==> config.mk <==
export PLATFORM = sky130hd
export DESIGN_NAME = instr_enc_32
export DESIGN_NICKNAME = d
export VERILOG_FILES = /design/src/rtl/instr_enc_32_pkg.sv /design/src/rtl/opcodes_pkg.sv /design/src/rtl/instr_pack_32.sv /design/src/rtl/instr_enc_32.sv
export SDC_FILE = /design/constraint.sdc
export NUM_CORES = 1
export LEC_CHECK = 0
export ABC_CLOCK_PERIOD_IN_PS = 3060
export BUFFER_PORTS_ARGS = -buffer_cell sky130_fd_sc_hd__buf_2
export CAP_MARGIN = 20
export CORE_UTILIZATION = 45
export DETAILED_ROUTE_END_ITERATION = 16
export GPL_TIMING_DRIVEN = 0
export PLACE_DENSITY = 0.77
export SETUP_SLACK_MARGIN = 0.05
export SYNTH_ARGS = -nofsm -noshare
export SYNTH_HDL_FRONTEND = slang
export SYNTH_SLANG_ARGS = --single-unit
==> constraint.sdc <==
create_clock -name clk -period 3.06 [get_ports clk]
set_input_delay 0.459 -clock clk [delete_from_list [all_inputs] [get_ports clk]]
set_output_delay 0.459 -clock clk [all_outputs]
set_load 0.05 [all_outputs]
==> src/rtl/instr_enc_32_pkg.sv <==
// Local types for the instruction encoder / program loader.
package instr_enc_32_pkg;

    typedef enum logic [0:0] {
        ST_IDLE = 1'b0,
        ST_LOAD = 1'b1
    } enc_state_t;

endpackage

==> src/rtl/opcodes_pkg.sv <==
// Shared opcode set and format rules for the 32-bit core (decoder and encoder).
package opcodes_pkg;

    localparam int unsigned OPCODES_WIDTH = 6;

    typedef enum logic [OPCODES_WIDTH-1:0] {
        NOP_OP   = 6'd0,
        ADD_OP   = 6'd1,
        SUB_OP   = 6'd2,
        AND_OP   = 6'd3,
        OR_OP    = 6'd4,
        XOR_OP   = 6'd5,
        SLL_OP   = 6'd6,
        SRL_OP   = 6'd7,
        LOAD_OP  = 6'd8,
        STORE_OP = 6'd9,
        JMP_OP   = 6'd10
    } opcode_t;

    // Memory ops carry an immediate in place of the third register select
    function automatic logic is_mem_op(input logic [OPCODES_WIDTH-1:0] op);
        return (op == LOAD_OP) || (op == STORE_OP);
    endfunction

    // True only for codes that are members of opcode_t
    function automatic logic is_legal_op(input logic [OPCODES_WIDTH-1:0] op);
        case (op)
            NOP_OP, ADD_OP, SUB_OP, AND_OP, OR_OP, XOR_OP,
            SLL_OP, SRL_OP, LOAD_OP, STORE_OP, JMP_OP: return 1'b1;
            default:                                  return 1'b0;
        endcase
    endfunction

endpackage

==> src/rtl/instr_pack_32.sv <==
// Combinational field-to-word packer with illegal-opcode flag; usable as a golden encoder.
module instr_pack_32
    import opcodes_pkg::*;
#(
    parameter int unsigned NUM_REG   = 32,
    parameter int unsigned REG_WIDTH = 32,
    localparam int unsigned REG_SELECT = $clog2(NUM_REG),
    localparam int unsigned IMM_W      = REG_WIDTH - OPCODES_WIDTH - 2*REG_SELECT,
    localparam int unsigned PAD_W      = REG_WIDTH - OPCODES_WIDTH - 3*REG_SELECT
) (
    input  logic [OPCODES_WIDTH-1:0] opcode,
    input  logic [REG_SELECT-1:0]    sel_a,
    input  logic [REG_SELECT-1:0]    sel_b,
    input  logic [REG_SELECT-1:0]    sel_c,
    input  logic [IMM_W-1:0]         imm,
    output logic [REG_WIDTH-1:0]     word_c,
    output logic                     illegal_c
);

    // Pick I- or R-format; illegal opcodes encode as an all-zero word
    always_comb begin
        word_c    = '0;
        illegal_c = 1'b0;
        if (!is_legal_op(opcode)) begin
            illegal_c = 1'b1;
        end else if (is_mem_op(opcode)) begin
            word_c = {opcode, sel_a, sel_b, imm};
        end else begin
            word_c = {opcode, sel_a, sel_b, sel_c, {PAD_W{1'b0}}};
        end
    end

endmodule

==> src/rtl/instr_enc_32.sv <==
// Sequential instruction encoder: accepts field beats and writes packed words to consecutive addresses.
module instr_enc_32
    import opcodes_pkg::*;
    import instr_enc_32_pkg::*;
#(
    parameter int unsigned NUM_REG   = 32,
    parameter int unsigned REG_WIDTH = 32,
    parameter int unsigned MEM_DEPTH = 256,
    localparam int unsigned REG_SELECT = $clog2(NUM_REG),
    localparam int unsigned ADDR_W     = $clog2(MEM_DEPTH),
    localparam int unsigned CNT_W      = ADDR_W + 1,
    localparam int unsigned IMM_W      = REG_WIDTH - OPCODES_WIDTH - 2*REG_SELECT
) (
    input  logic                     clk,
    input  logic                     rst_n,
    input  logic                     i_start,
    input  logic [ADDR_W-1:0]        i_base,
    input  logic [CNT_W-1:0]         i_len,
    input  logic                     i_valid,
    output logic                     o_ready,
    input  logic [OPCODES_WIDTH-1:0] i_opcode,
    input  logic [REG_SELECT-1:0]    i_sel_a,
    input  logic [REG_SELECT-1:0]    i_sel_b,
    input  logic [REG_SELECT-1:0]    i_sel_c,
    input  logic [IMM_W-1:0]         i_imm,
    output logic                     o_mem_we,
    output logic [ADDR_W-1:0]        o_mem_addr,
    output logic [REG_WIDTH-1:0]     o_mem_wdata,
    output logic                     o_busy,
    output logic                     o_done,
    output logic                     o_err
);

    enc_state_t           state;
    logic [ADDR_W-1:0]    base;
    logic [CNT_W-1:0]     len;
    logic [CNT_W-1:0]     idx;
    logic [CNT_W-1:0]     idx_nxt;
    logic [ADDR_W-1:0]    wr_addr;
    logic [REG_WIDTH-1:0] word;
    logic                 illegal;
    logic                 accept;

    instr_pack_32 #(
        .NUM_REG   (NUM_REG),
        .REG_WIDTH (REG_WIDTH)
    ) u_pack (
        .opcode    (i_opcode),
        .sel_a     (i_sel_a),
        .sel_b     (i_sel_b),
        .sel_c     (i_sel_c),
        .imm       (i_imm),
        .word_c    (word),
        .illegal_c (illegal)
    );

    // Handshake and address arithmetic; address wraps naturally modulo MEM_DEPTH
    assign accept  = i_valid && o_ready;
    assign idx_nxt = CNT_W'(idx + CNT_W'(1));
    assign wr_addr = ADDR_W'(base + idx[ADDR_W-1:0]);

    // Run control FSM plus the one-deep registered write port
    always_ff @(posedge clk or negedge rst_n) begin
        if (!rst_n) begin
            state       <= ST_IDLE;
            base        <= '0;
            len         <= '0;
            idx         <= '0;
            o_ready     <= 1'b0;
            o_mem_we    <= 1'b0;
            o_mem_addr  <= '0;
            o_mem_wdata <= '0;
            o_busy      <= 1'b0;
            o_done      <= 1'b0;
            o_err       <= 1'b0;
        end else begin
            o_mem_we <= 1'b0;
            o_done   <= 1'b0;

            if (accept) begin
                o_mem_we    <= 1'b1;
                o_mem_addr  <= wr_addr;
                o_mem_wdata <= word;
                if (illegal) begin
                    o_err <= 1'b1;
                end
            end

            unique case (state)
                ST_IDLE: begin
                    o_busy <= 1'b0;
                    if (i_start) begin
                        base  <= i_base;
                        len   <= i_len;
                        idx   <= '0;
                        o_err <= 1'b0;
                        if (i_len == '0) begin
                            o_done <= 1'b1;
                        end else begin
                            state   <= ST_LOAD;
                            o_ready <= 1'b1;
                            o_busy  <= 1'b1;
                        end
                    end
                end
                ST_LOAD: begin
                    // Busy stays high through the cycle that carries the last write
                    o_busy <= 1'b1;
                    if (accept) begin
                        idx <= idx_nxt;
                        if (idx_nxt == len) begin
                            state   <= ST_IDLE;
                            o_ready <= 1'b0;
                            o_done  <= 1'b1;
                        end
                    end
                end
                default: begin
                    state <= ST_IDLE;
                end
            endcase
        end
    end

endmodule

==> impl_metrics.xml <==
<?xml version="1.0" encoding="UTF-8"?>
<metrics>
  <group name="status">
    <metric name="run_status" unit="">complete, no violations</metric>
  </group>
  <group name="sta">
    <metric name="report.final.hold_viol_count" unit="">0</metric>
    <metric name="totalNegativeSetupSlack" unit="ps">0</metric>
    <metric name="timing.slew.headroom" unit="">0.413</metric>
    <metric name="rsz0062_at_grt" unit="">no</metric>
    <metric name="whs" unit="ps">228</metric>
    <metric name="worstMarginPinSlew" unit="ps">880</metric>
    <metric name="final.period_utilization" unit="">0.746</metric>
    <metric name="fmax" unit="MHz">438</metric>
    <metric name="final.min_clock_period" unit="ps">2280</metric>
    <metric name="finalSetupViolCount" unit="">0</metric>
    <metric name="drv_slew" unit="">0</metric>
    <metric name="timing.clock.skew" unit="ps">6.89</metric>
  </group>
  <group name="floorplanning">
    <metric name="floorplan.die.height" unit="µm">88.0</metric>
    <metric name="rows" unit="">30</metric>
    <metric name="fp.coreArea" unit="µm²">6980</metric>
    <metric name="die-width" unit="µm">88.0</metric>
    <metric name="ios" unit="">103</metric>
    <metric name="die-area" unit="µm²">7740</metric>
    <metric name="floorplan.initialDensity" unit="">0.476</metric>
  </group>
  <group name="finish">
    <metric name="fin_nets" unit="">529</metric>
    <metric name="post_route_cells_drive_above_1_share" unit="">0.266</metric>
    <metric name="final_cell_count_no_fill" unit="">563</metric>
    <metric name="diodes" unit="">0</metric>
    <metric name="multi_input_comb_area" unit="µm²">1440</metric>
    <metric name="finish.instance_area" unit="µm²">4150</metric>
    <metric name="register_area" unit="µm²">1800</metric>
    <metric name="layout_area_growth_over_synthesis" unit="%">24.7</metric>
    <metric name="layout.core_utilization" unit="">0.594</metric>
    <metric name="fillerInstances" unit="">639</metric>
  </group>
  <group name="global_route">
    <metric name="grt_start_max_net_pins" unit="">73</metric>
    <metric name="number_of_antenna_violations_at_the_first_check_in_global_routing" unit="">0</metric>
    <metric name="grt-ovfl-total" unit="">0</metric>
    <metric name="grt_pass1_vias" unit="">2720</metric>
    <metric name="grt_util_all_layers" unit="">0.223</metric>
    <metric name="grt_first_pass_wirelength" unit="µm">13000</metric>
  </group>
  <group name="clocking">
    <metric name="cts.repair_timing.setup_buffer_count" unit="">0</metric>
    <metric name="clkSlewWorstSetupHoldPaths" unit="ps">70</metric>
    <metric name="inserted_clock_buffers" unit="">9</metric>
    <metric name="cts_tree" unit="">yes</metric>
    <metric name="holdBufCountCts" unit="">0</metric>
    <metric name="cts_resized" unit="">0</metric>
    <metric name="cts_root_buffer" unit="">clkbuf_8</metric>
    <metric name="cts.sinks" unit="">72</metric>
    <metric name="ctsHtreeMaxLevel" unit="">3</metric>
    <metric name="cts_buffer_depth" unit="">2</metric>
    <metric name="clock_latency" unit="ps">350</metric>
  </group>
  <group name="routing">
    <metric name="final_wl" unit="µm">7820</metric>
    <metric name="drt-initial-drc-count" unit="">133</metric>
    <metric name="drt.antenna.violating_nets" unit="">0</metric>
    <metric name="drc_errors" unit="">0</metric>
    <metric name="drt_pre_antenna_iters" unit="">4</metric>
    <metric name="route.detailed.wl_per_inst" unit="µm">13.9</metric>
    <metric name="vias" unit="">2847</metric>
    <metric name="vias_per_cell" unit="">5.06</metric>
  </group>
  <group name="worst_setup_path">
    <metric name="endpoint_kind" unit="">flop</metric>
    <metric name="data_arrival_time_of_the_critical_path" unit="ps">2520</metric>
    <metric name="timing.critical_path.max_delay_family" unit="">compound AO/OA/AOI/OAI gates</metric>
    <metric name="cp.required" unit="ps">3300</metric>
    <metric name="path_cells" unit="">ha_1 -&gt; inv_1 -&gt; fa_1 -&gt; nor2b_1 -&gt; o21ai_0 -&gt; a21boi_0 -&gt; o21ai_0 -&gt; and3_1 -&gt; o31ai_1</metric>
    <metric name="cp.buffers_inverters" unit="">1</metric>
    <metric name="cp_slowest_stage_delay" unit="ps">470</metric>
    <metric name="crit_path_frequent_cell" unit="">o21ai_0</metric>
    <metric name="startpoint_type" unit="">flop</metric>
    <metric name="critical_path_peak_fanout" unit="">7</metric>
    <metric name="critPathSlowestCell" unit="">dfrtp_1</metric>
    <metric name="path_class" unit="">reg -&gt; reg</metric>
  </group>
  <group name="pwr">
    <metric name="worst_vdd_ir" unit="V">0.000749</metric>
    <metric name="cellPowerDensity" unit="nW/µm²">826</metric>
    <metric name="p_leak" unit="nW">2.16</metric>
  </group>
  <group name="hold_path">
    <metric name="worstHoldPathType" unit="">in -&gt; async</metric>
  </group>
  <group name="yosys">
    <metric name="synth_area_per_cell" unit="µm²">9.53</metric>
    <metric name="post_synth_and_or_nand_nor_area_fraction" unit="">0.190</metric>
    <metric name="synth.most_common_cell" unit="">nand2_1</metric>
    <metric name="yosys-top-cells-count" unit="">nand2_1 (103), dfrtp_1 (72), o21ai_0 (44)</metric>
    <metric name="synth_register_bits" unit="">72</metric>
    <metric name="area_of_the_mapped_netlist" unit="µm²">3320</metric>
    <metric name="synth.area.mux_share" unit="">0.0215</metric>
    <metric name="netlist.top_cell.by_area" unit="">dfrtp_1</metric>
    <metric name="synth-edff-count" unit="">0</metric>
    <metric name="synth_top_family_by_area" unit="">simple AND/OR/NAND/NOR gates</metric>
    <metric name="synthesis.yosys.warnings" unit="">0</metric>
    <metric name="synth.distinct_cells" unit="">37</metric>
    <metric name="seq_area_frac_synth" unit="">0.542</metric>
    <metric name="ys_async_sr_fraction" unit="">1.00</metric>
    <metric name="synth_top_area_share" unit="">0.542</metric>
    <metric name="yosys-top-cells-area" unit="">dfrtp_1 (54%), nand2_1 (12%), o21ai_0 (6.6%)</metric>
    <metric name="ys.flop_type" unit="">dfrtp_1</metric>
    <metric name="postSynthCellCount" unit="">349</metric>
    <metric name="post_synth_fa_ha_maj_area_fraction" unit="">0.0361</metric>
    <metric name="synthesis.nets" unit="">416</metric>
    <metric name="yosys.area_share.xor_xnor" unit="">0.0489</metric>
    <metric name="synth_compound_gate_area_share" unit="">0.135</metric>
  </group>
  <group name="placed_design">
    <metric name="numPlacedInstances" unit="">547</metric>
    <metric name="detailed_placer_s_ending_hpwl" unit="µm">5710</metric>
    <metric name="count_of_input_and_output_buffers" unit="">102</metric>
    <metric name="detailed_place.area" unit="µm²">3960</metric>
    <metric name="globalplace.congestion" unit="">0.824</metric>
  </group>
  <group name="flow_run">
    <metric name="max_cap_violations" unit="">0</metric>
  </group>
</metrics>
-- power by group --
group          internal, mW  switching, mW  total [mW]
clock network         0.377          0.352       0.729
registers              1.19          0.181        1.37
logic                 0.425          0.903        1.33
total                  1.99           1.44        3.43
-- stage by stage --
step | setup slack (ps) | total power, mW
4_1_cts | 754 | 3.45
3_3_place_gp | 838 | 2.68
3_5_place_dp | 810 | 2.71
5_1_grt | 557 | 3.65
2_1_floorplan | 1080 | 2.35
6_report | 778 | 3.43
-- cell families (layout without fill, tap and decap cells) --
| kind of cell | after synthesis | in the layout |
|---|---|---|
| DFF | 72 | 72 |
| buffers and inverters | 23 | 141 |
| and+or+nand+nor | 145 | 145 |
| xor gates and xnor gates | 17 | 17 |
| muxes | 7 | 7 |
| AOI/OAI and AO/OA | 76 | 76 |
| adders and majority gates | 9 | 9 |
-- sequential cells by signal (all words and copies together) (netlist names) --
register,cells
o_mem_addr,8
o_busy,1
idx,9
o_mem_wdata,32
base,8
len,9
o_mem_we,1
o_ready,1
state,1
o_done,1
o_err,1
-- worst paths after layout --
| kind | from | slack (ps) | cells after the start | end |
|---|---|---|---|---|
| setup / recovery | idx[0] | 780 | 9 | o_mem_addr[6] |
| hold / removal | rst_n | 230 | 1 | o_mem_wdata[4] |
| setup reg to reg | idx[0] | 780 | 9 | o_mem_addr[6] |
| hold reg to reg | o_mem_wdata[29] | 470 | 2 | o_mem_wdata[29] |
| max in group asynchronous | rst_n | 2260 | 1 | idx[5] |
| min in group clk | i_base[6] | 300 | 3 | base[6] |
-- worst register-to-register path, delay by kind of cell, from the launching register on --
kind / cells / cell delay, ps
adders and majority gates: 2 / 630
and+or+nand+nor: 2 / 320
AOI/OAI and AO/OA: 4 / 710
buffers and inverters: 1 / 60
DFF: 1 / 470
-- placed cells by master, fill, tap and decap left out, types with 8 or more instances in the layout --
cell type and instances:
nand2_1 103, buf_2 101, dfrtp_1 72, o21ai_0 44, nor2_1 14, clkbuf_1 12
a22o_1 11, inv_1 9, xnor2_1 9, clkbuf_8 9, a21oi_1 8, ha_1 8
-- layer usage --
metal	share of wire	global-route usage	routed length, µm
met5	0	0	0
met4	0.026	0.112	201
met3	0.056	0.0405	438
met2	0.47	0.347	3700
met1	0.45	0.301	3480
-- final cells by class --
| type | count | share of cell area |
|---|---|---|
| clock buffer | 11 | 0.0317 |
| multi-input combinational | 254 | 0.346 |
| timing repair buffer | 102 | 0.124 |
| tap | 96 | 0.0290 |
| sequential | 72 | 0.435 |
| inverter | 10 | 0.00905 |
| buffer | 13 | 0.0118 |
| clock inverter | 5 | 0.0139 |
Note: power is estimated with default switching activity, not from simulation.
